<file path="src/rtl/scan_test_pkg.sv">
// scan_test_pkg
//   Constants and types shared by the scan-chain head pattern generator and
//   the tail checker so both ends agree on the PRBS7 stream and state names.
//   - PRBS7_TAPS         : feedback taps for x^7 + x^6 + 1 (lfsr[6] ^ lfsr[5])
//   - PRBS7_DEFAULT_SEED : seed used when an all-zero seed is requested
//   - ERR_SAT            : saturation value of the 16-bit error counter
//   - scan_state_e       : run state of the checker
package scan_test_pkg;

    localparam logic [6:0]  PRBS7_TAPS         = 7'b110_0000;
    localparam logic [6:0]  PRBS7_DEFAULT_SEED = 7'h7F;
    localparam logic [15:0] ERR_SAT            = 16'hFFFF;

    typedef enum logic [1:0] {
        ST_IDLE,
        ST_FLUSH,
        ST_CHECK,
        ST_DONE
    } scan_state_e;

    // An all-zero LFSR never leaves zero, so it is replaced by the default seed.
    function automatic logic [6:0] prbs7_legal_seed(input logic [6:0] seed);
        return (seed == '0) ? PRBS7_DEFAULT_SEED : seed;
    endfunction

endpackage

</file>
<file path="src/rtl/prbs7_gen.sv">
// prbs7_gen
//   Fibonacci PRBS7 generator (x^7 + x^6 + 1), shared by the head generator
//   and the tail checker so both produce bit-identical streams.
//   Ports:
//     sys_clk, sys_rst : clock, synchronous active-high reset (LFSR <= RESET_SEED)
//     load, seed       : load seed (zero seed replaced by the default seed)
//     advance          : shift the LFSR by one bit (load has priority)
//     prbs_bit         : current output bit, lfsr[6]
//     state            : full LFSR contents
module prbs7_gen
    import scan_test_pkg::*;
#(
    parameter logic [6:0] RESET_SEED = PRBS7_DEFAULT_SEED
) (
    input  logic       sys_clk,
    input  logic       sys_rst,
    input  logic       load,
    input  logic [6:0] seed,
    input  logic       advance,
    output logic       prbs_bit,
    output logic [6:0] state
);

    logic [6:0] lfsr_q, lfsr_d;

    always_comb begin
        lfsr_d = lfsr_q;
        if (load) begin
            lfsr_d = prbs7_legal_seed(seed);
        end else if (advance) begin
            lfsr_d = {lfsr_q[5:0], ^(lfsr_q & PRBS7_TAPS)};
        end
    end

    always_ff @(posedge sys_clk) begin
        if (sys_rst) begin
            lfsr_q <= prbs7_legal_seed(RESET_SEED);
        end else begin
            lfsr_q <= lfsr_d;
        end
    end

    assign prbs_bit = lfsr_q[6];
    assign state    = lfsr_q;

endmodule

</file>
<file path="config.mk">
export PLATFORM = sky130hd
export DESIGN_NAME = prbs7_gen
export DESIGN_NICKNAME = d
export VERILOG_FILES = /design/src/rtl/scan_test_pkg.sv /design/src/rtl/prbs7_gen.sv
export SDC_FILE = /design/constraint.sdc
export NUM_CORES = 1
export LEC_CHECK = 0
export BUFFER_PORTS_ARGS = -buffer_cell sky130_fd_sc_hd__buf_2
export CAP_MARGIN = 0
export CORE_AREA = 2 2 39 41
export CTS_BUF_LIST = sky130_fd_sc_hd__clkbuf_8
export DETAILED_ROUTE_END_ITERATION = 7
export DIE_AREA = 0 0 41 43
export SETUP_SLACK_MARGIN = 0.4
export SYNTH_ARGS = -nofsm -noshare
export SYNTH_HDL_FRONTEND = slang
export SYNTH_SLANG_ARGS = --single-unit
export TNS_END_PERCENT = 20
</file>
<file path="constraint.sdc">
create_clock -name sys_clk -period 1.4 [get_ports sys_clk]
set_clock_uncertainty 0.2 [all_clocks]
set_input_delay 0.28 -clock sys_clk [delete_from_list [all_inputs] [get_ports sys_clk]]
set_output_delay 0.28 -clock sys_clk [all_outputs]
set_load 0.01 [all_outputs]
</file>
==> impl_metrics.tcl, run 1 <==
set metrics [dict create \
    status "finished, violations left" \
    violations "setup timing" \
    p_leak_nw 0.254 \
    h-tree-depth 1 \
    cts_root_buf "clkbuf_8" \
    place_congestion 0.704 \
    post-route-drc-count 0 \
    wl_per_cell_um 13.1 \
    setup_ws_ps -5.00 \
    numCtsBuffers 3 \
    fp.dieW_um 41 \
    die_h_um 43 \
    antenna_cells 0 \
    place_ws_ps -224 \
    place_area_um2 551 \
    required_ps 1370 \
    num_rows 14 \
    vias 415 \
    clock-sinks 7 \
    worstSetupStartpoint "seed[5]" \
    drt_pass1_iterations 4 \
    path_clk_slew_ps 40 \
    grt_util_all_layers_pct 13.5 \
    min_path_type "in -> reg" \
    layout.nets 77 \
    synth_area_leaders "dfxtp_1 33%, a211o_1 12%, o41a_2 12%" \
    power.density_mw_per_mm2 992 \
    dp.cells 76 \
    layout-drive-gt1-share_pct 56.9 \
    setup_viol 1 \
    synth_top_cell_by_area "dfxtp_1" \
    critPathCaptureType "flop" \
    initialDrtViolationCount 7 \
    synth-seq-area-share_pct 33.2 \
    syn_inst 41 \
    timing.rr.start "state[5]" \
    fin_cells 81 \
    min_period_ps 1400 \
    syn_to_final_growth_pct 51.3 \
    io_buffers 18 \
    top_level_ports 19 \
    largest_reg_flops 7 \
    synth_cell_types 16 \
    routed_via_density 5.12 \
    timing.hold.ws_ps 83.4 \
    ant_nets 0 \
    place_hpwl_um 822 \
    vdd.ir_drop.worst_mv 0.432 \
    globalRouteOverflowTotal 0 \
    antenna_found_initial 0 \
    fin_area_um2 638 \
    cp_max_fo 4 \
    drv_slew 0 \
    start_util_pct 30.5 \
    rsz0062_at_grt "yes" \
    slew-limit-headroom_pct 79.7 \
    core_area_mm2 0.00138 \
    synth_fp_nets 52 \
    cts_buffer_depth 2 \
    hp-start "seed[6]" \
    fmax_mhz 712 \
    yosysTopAreaCellShare_pct 33.2 \
    crit_path_start_kind "input pin" \
    maxCapViolations 0 \
    yosysWarnings 0 \
    grt_pass1_wl_mm 1.59 \
    syn_area_per_cell_um2 10.3 \
    fill_cells 136 \
    cts_tree "built" \
    fin_tns_setup_ps -5.00 \
    fin_crit_sh_pct 100 \
    hold_viol 0 \
    worstPathArrival_ps 1370 \
    grt_pass1_vias 386 \
    clock_latency_ps 220 \
    worst_pin_slew_ps 303 \
    syn-cell-area_um2 422 \
    grt_max_degree 15 \
    wirelength_mm 1.06 \
    die_area_mm2 0.00176 \
    ys_seq_elements 7 \
    worstSetupPathType "in -> reg" \
]
[Yosys cell counts]
cell,instances
buf_4,1
dfxtp_1,7
a211o_1,6
nor4_4,1
o311ai_2,1
or4_4,1
a31oi_1,1
clkbuf_1,3
nor3_1,3
or2_1,1
xnor2_1,1
a21o_1,1
nor2b_1,6
o41a_1,2
o41a_2,4
inv_1,2
[final cells by class]
| type | count | area [um^2] | area share, % |
|---|---|---|---|
| clock inverter | 1 | 3.75 | 0.588 |
| tap | 16 | 20.0 | 3.14 |
| multi-input combinational | 28 | 255 | 40.0 |
| inverter | 2 | 7.51 | 1.18 |
| clock buffer | 3 | 41.3 | 6.47 |
| timing repair buffer | 24 | 166 | 26.1 |
| sequential | 7 | 144 | 22.5 |
[final timing paths]
kind / slack [ps] / cells past startpoint / to
max reg2reg: 230 / 3 / state[5]
max: -5 / 4 / state[2]
min: 80 / 2 / state[6]
min reg2reg: 410 / 2 / state[1]
[stage by stage]
stage               power (mW)  util (%)
finish                   0.633      46.1
global route             0.666      46.1
CTS                      0.627      43.0
detailed placement       0.350      39.8
global placement         0.350      39.8
floorplan                0.294         -
[report_power, final]
group          total (mW)  internal (mW)  switching [mW]
sequential          0.232          0.218          0.0141
combinational       0.130         0.0733          0.0571
clock               0.271          0.189          0.0821
[cell usage in the layout, fill, tap and decap left out]
cell type and count:
a211o_1 6, a21o_1 1, a31oi_1 1, buf_2 13, buf_4 6, buf_6 5
clkbuf_8 3, dfxtp_1 4, dfxtp_2 3, inv_1 3, nor2b_1 6, nor3_1 3
nor4_4 1, o311ai_2 1, o41a_1 2, o41a_2 4, or2_1 1, or4_4 1
xnor2_1 1
[kinds of logic after synthesis]
group / after synthesis / share of synthesized area [%]
buffers and inverters: 6 / 6.23
xor gates and xnor gates: 1 / 2.08
and+or+nand+nor: 12 / 21.7
DFF: 7 / 33.2
AOI/OAI and AO/OA: 15 / 36.8
[layer usage]
metal / GRT usage (%) / up-vias / wire [um]
li1: - / 209 / -
met1: 14.1 / 192 / 458
met2: 21.9 / 12 / 531
met3: 4.71 / 2 / 52
met4: 8.00 / 0 / 14
met5: 0 / - / 0
[critical path: stages]
cell	delay [ps]
buf_6	90
or4_4	570
nor4_4	240
o41a_2	190
[what timing repair did]
| item | in CTS | in global routing |
|---|---|---|
| buffers inserted | 0 | 1 |
| hold buffers | 0 | 0 |
| endpoints found under the setup margin | 15 | 15 |
| resized for setup | 0 | 8 |
| pin swaps | 0 | 1 |
(Power assumes the default switching activity.)
==> run 2: changes to the inputs <==
--- a/config.mk
+++ b/config.mk
@@ -11,6 +11,7 @@
 export CTS_BUF_LIST = sky130_fd_sc_hd__clkbuf_8
 export DETAILED_ROUTE_END_ITERATION = 7
 export DIE_AREA = 0 0 41 43
+export PLACE_DENSITY_LB_ADDON = 0.1
 export SETUP_SLACK_MARGIN = 0.4
 export SYNTH_ARGS = -nofsm -noshare
 export SYNTH_HDL_FRONTEND = slang
==> constraint.sdc (replaced) <==
create_clock -name sys_clk -period 1.6 [get_ports sys_clk]
set_clock_uncertainty 0.2 [all_clocks]
set_input_delay 0.32 -clock sys_clk [delete_from_list [all_inputs] [get_ports sys_clk]]
set_output_delay 0.32 -clock sys_clk [all_outputs]
set_load 0.01 [all_outputs]
==> run 2 against run 1 <==
The flow now finishes without violations. Sequential power down 14%. First-iteration DRC count down 71%. Sequential share of layout area up 2.2 points. Hold slack better by 56 ps. Total power down 14%. Routed wire length up 4.7%.
==> impl_metrics.tcl, run 2 (synthesis gave the netlist of run 1 again) <==
set metrics [dict create \
    worst_pin_slew_ps 336 \
    drv_slew 0 \
    setup_viol 0 \
    grt_pass1_vias 398 \
    status "finished clean" \
    syn_to_final_growth_pct 34.1 \
    fin_cells 76 \
    cts_tree "built" \
    endpoint "state[3]" \
    timing.hold.ws_ps 140 \
    antenna_found_initial 0 \
    fp.dieW_um 41 \
    io_buffers 18 \
    rr_worst_depth 3 \
    worstPathArrival_ps 1440 \
    p_sw_share_pct 26.1 \
    vias 414 \
    cp_max_fo 4 \
    num_rows 14 \
    final_cell_mix "18 x buf_2, 7 x dfxtp_1, 6 x nor2b_1, 6 x a211o_1, 4 x o41a_2" \
    grt_max_degree 15 \
    vdd.ir_drop.worst_mv 0.607 \
    worstSetupStartpoint "seed[5]" \
    cts_buffer_depth 2 \
    clock-sinks 7 \
    fin_crit_sh_pct 91.5 \
    cts_setup_buffers 0 \
    layout_commonest_cell "buf_2" \
    core_area_mm2 0.00138 \
    numCtsBuffers 3 \
    power.density_mw_per_mm2 964 \
    grt_util_all_layers_pct 15.5 \
    die_area_mm2 0.00176 \
    clock_latency_ps 230 \
    wirelength_mm 1.11 \
    top_level_ports 19 \
    post-route-drc-count 0 \
    ant_nets 0 \
    die_h_um 43 \
    layout-drive-gt1-share_pct 48.3 \
    globalRouteOverflowTotal 0 \
    ctsHoldBuffers 0 \
    antenna_cells 0 \
    cp.depth 4 \
    min_path_type "in -> reg" \
    pwr-share-comb_pct 18.0 \
    wl_per_cell_um 14.6 \
    utilization_pct 40.9 \
    min_period_ps 1460 \
    slew-limit-headroom_pct 77.4 \
    timing.rr.start "state[5]" \
    pwr-share-seq_pct 36.7 \
    maxCapViolations 0 \
    hold_viol 0 \
    p_leak_nw 0.217 \
    rsz0062_at_grt "yes" \
    place_hpwl_um 785 \
    max_stage_delay_ps 570 \
    power.switching_uw 142 \
    worst-path-buf-inv 1 \
    crit_chain "buf_2 > or4_4 > nor4_4 > o41a_2" \
    layout.nets 72 \
    power_frac_clock_pct 45.3 \
    fmax_mhz 683 \
    h-tree-depth 1 \
    r2r-end "state[5]" \
    fill_cells 143 \
    drt_pass1_iterations 4 \
    p_int_uw 403 \
    routed_via_density 5.45 \
    dp.cells 72 \
    place_congestion 0.691 \
    worstSetupPathType "in -> reg" \
    initialDrtViolationCount 2 \
    cts_root_buf "clkbuf_8" \
    required_ps 1570 \
    cpMaxStageDelayCell "or4_4" \
    critPathCaptureType "flop" \
    path_clk_slew_ps 40 \
    largest_reg_flops 7 \
    grt_pass1_wl_mm 1.80 \
    start_util_pct 30.5 \
    r2r_setup_slack_ps 400 \
    crit_path_start_kind "input pin" \
    cpLargestDelayFamily "simple AND/OR/NAND/NOR gates" \
]
==> run 2: layout make-up <==
cell class,instances,area [um^2],area share [%]
clock buffers,3,41.3,7.30
clock inverters,1,3.75,0.664
inverters,2,7.51,1.33
multi-input cells,28,255,45.1
flip-flops and latches,7,140,24.8
well taps,16,20.0,3.54
repair buffers,19,97.6,17.3
==> run 2: layer usage <==
layer	vias to the layer above	global-route usage (%)	share of wire (%)
met3	2	6.28	6.2
met1	198	20.3	44
met2	15	22.8	48
met4	0	4.00	1.3
met5	-	0	0
li1	199	-	-
==> run 2: through the flow <==
| step | setup WS, ps | cell area (um^2) | power (mW) | TNS (ps) |
|---|---|---|---|---|
| floorplan | 114 | 424 | 0.257 | 0 |
| global placement | -72.7 | 520 | 0.301 | -314 |
| detailed placement | -74.6 | 520 | 0.299 | -316 |
| CTS | 133 | 566 | 0.548 | 0 |
| global route | 77.3 | 566 | 0.569 | 0 |
| finish | 135 | 566 | 0.545 | 0 |
==> run 2: worst min path at each step <==
stage / from / to / slack, ps / cells past startpoint
2_1_floorplan: seed[2] / state[2] / 260 / 1
3_5_place_dp: seed[2] / state[2] / 370 / 2
5_1_grt: seed[2] / state[2] / 150 / 2
6_report: seed[5] / state[5] / 140 / 2
4_1_cts: seed[2] / state[2] / 140 / 2
3_3_place_gp: seed[5] / state[5] / 370 / 2
==> run 2: timing repair <==
action	in CTS	in global routing
pin swaps	0	0
setup endpoints to repair	15	15
resized for setup	0	0
==> run 2: power by group through the flow <==
stage	sequential, mW	combinational, mW	clock, mW
floorplan	0.208	0.0498	0
global placement	0.203	0.0978	0
detailed placement	0.202	0.0970	0
CTS	0.200	0.0985	0.250
global route	0.202	0.108	0.260
finish	0.200	0.0980	0.247
==> run 3: changes to the inputs <==
--- a/config.mk
+++ b/config.mk
@@ -5,6 +5,7 @@
 export SDC_FILE = /design/constraint.sdc
 export NUM_CORES = 1
 export LEC_CHECK = 0
+export ABC_AREA = 1
 export BUFFER_PORTS_ARGS = -buffer_cell sky130_fd_sc_hd__buf_2
 export CAP_MARGIN = 0
 export CORE_AREA = 2 2 39 41
==> run 3 against run 2 <==
Die area did not move. Setup slack improved by 260 ps. Synthesized area rose by 1.8%. Critical path type is now reg -> out.
==> impl_metrics.tcl, run 3 <==
set metrics [dict create \
    status "finished clean" \
    h-tree-depth 1 \
    syn_inst 71 \
    die_area_mm2 0.00176 \
    place_hpwl_um 769 \
    power.density_mw_per_mm2 917 \
    die_h_um 43 \
    fmax_mhz 829 \
    grt_util_all_layers_pct 13.4 \
    timing.rr.start "state[6]" \
    worstPathArrival_ps 690 \
    clock-sinks 7 \
    vdd.ir_drop.worst_mv 0.445 \
    synth_area_leaders "dfxtp_1 33%, nor2_1 17%, nand2_1 17%" \
    fp.dieW_um 41 \
    ant_nets 0 \
    synth_top_family_by_area "simple AND/OR/NAND/NOR gates" \
    cpLargestDelayFamily "flip-flops" \
    num_rows 14 \
    initialDrtViolationCount 6 \
    io_buffers 18 \
    slew-limit-headroom_pct 82.3 \
    antenna_found_initial 0 \
    yosys-top-cells-count "20 x nor2_1, 19 x nand2_1, 8 x o21ai_0, 7 x a21oi_1, 7 x dfxtp_1" \
    globalRouteOverflowTotal 0 \
    synthAdderAreaFrac_pct 0 \
    synthSimpleGateAreaFrac_pct 36.7 \
    synth-edff-count 0 \
    synth-seq-area-share_pct 32.7 \
    fin_cells 107 \
    hp-start "sys_rst" \
    max_stage_delay_ps 350 \
    worst-path-buf-inv 1 \
    grt-busiest-layer "met1" \
    critPathCaptureType "primary output" \
    use_met1_pct 19.4 \
    place_congestion 0.734 \
    vias 466 \
    core_area_mm2 0.00138 \
    layout.nets 103 \
    cpMaxStageDelayCell "dfxtp_4" \
    synth-main-ff-cell "dfxtp_1" \
    maxCapViolations 0 \
    ys_seq_elements 7 \
    final_cell_mix "20 x nor2_1, 19 x nand2_1, 12 x buf_2, 8 x o21ai_0" \
    path_clk_slew_ps 40 \
    synth_fp_nets 82 \
    grt_pass1_vias 420 \
    synth_compound_area_share_pct 19.2 \
    worstSetupStartpoint "state[6]" \
    use_met2_pct 17.2 \
    largest_reg_flops 7 \
    yosysTopAreaCellShare_pct 32.7 \
    grt.met3_usage_pct 3.14 \
    synth_mux_area_share_pct 0 \
    top_level_ports 19 \
    routed_via_density 4.36 \
    layout-drive-gt1-share_pct 33.0 \
    numCtsBuffers 3 \
    cp_max_fo 3 \
    ys_async_sr_fraction_pct 0 \
    p_total_uw 564 \
    cts_buffer_depth 2 \
    fin_crit_sh_pct 75.4 \
    drt_pass1_iterations 4 \
    post-route-drc-count 0 \
    worstSetupPathType "reg -> out" \
    synth.most_common_cell "nor2_1" \
    required_ps 1080 \
    start_util_pct 31.0 \
    p_leak_nw 0.312 \
    wirelength_mm 1.01 \
    synth_cell_types 10 \
    drv_slew 0 \
    worst_pin_slew_ps 264 \
    layout_commonest_cell "nor2_1" \
    min_path_type "in -> reg" \
    wl_per_cell_um 9.44 \
    utilization_pct 44.4 \
    syn_to_final_growth_pct 43.1 \
    syn-cell-area_um2 429 \
    grt_max_degree 13 \
    clock_latency_ps 230 \
    fin_tns_setup_ps 0 \
    crit_path_start_kind "flop" \
    crit_chain "buf_6" \
    grt_pass1_wl_mm 1.59 \
    yosysWarnings 0 \
    rsz0062_at_grt "yes" \
    yosys.area_share.xor_xnor_pct 0 \
    cts_tree "built" \
    setup_viol 0 \
    min_period_ps 1210 \
    cts_root_buf "clkbuf_8" \
    synth_top_cell_by_area "dfxtp_1" \
    dp.cells 102 \
    hold_viol 0 \
    antenna_cells 0 \
    syn_area_per_cell_um2 6.04 \
]
run 3: changes by cell type after synthesis, sizes merged, moves of 2 or more:
| cell | change |
|---|---|
| nor2 | +21 |
| nand2 | +19 |
| o21ai | +8 |
| a21oi | +7 |
| a211o | -6 |
| nor2b | -6 |
| o41a | -6 |
| clkbuf | -3 |
| inv | +3 |
| nor3 | -3 |
| buf | +2 |
run 3: final cells by class:
cell class | count | area (um^2)
clock buffer | 3 | 41.3
clock inverter | 1 | 3.75
fill | 164 | 769
inverter | 5 | 18.8
multi-input combinational | 56 | 240
sequential | 7 | 151
tap | 16 | 20.0
timing repair buffer | 19 | 139
run 3: per-stage QoR:
stage,area (um^2),setup WS (ps),hold WS (ps)
detailed placement,509,301,285
floorplan,429,485,215
global placement,509,315,281
CTS,589,397,184
finish,614,393,185
global route,614,375,199
run 3: logic make-up after synthesis:
kind of cell	Yosys count
AOI/OAI and AO/OA	16
and+or+nand+nor	40
buffers and inverters	8
DFF	7
run 3: layer usage:
metal / vias to the layer above / wire length [um] / part of all wire (%)
met4: 0 / 10 / 0.99
li1: 262 / - / -
met1: 189 / 542 / 54
met5: - / 0 / 0
met3: 2 / 65 / 6.4
met2: 13 / 391 / 39
run 3: what timing repair did:
action / 4_1_cts / 5_1_grt
endpoints found under the setup margin: 8 / 8
hold buffers: 0 / 0
pin swaps: 0 / 1
buffers inserted: 1 / 0
gates resized for setup: 10 / 5
endpoints found under the hold margin: 0 / 0
run 3: path summary, 6_finish.rpt:
kind / slack (ps) / depth (start not counted) / endpoint
worst max register to register: 500 / 7 / state[0]
worst min-delay path: 180 / 3 / state[1]
worst max-delay path: 390 / 1 / prbs_bit
worst min register to register: 270 / 2 / state[3]
run 3: report_power, final:
part / total, mW / internal [mW] / switching [mW]
Sequential: 0.204 / 0.191 / 0.0130
Combinational: 0.115 / 0.0566 / 0.0580
Clock: 0.245 / 0.166 / 0.0787
Total: 0.564 / 0.414 / 0.150
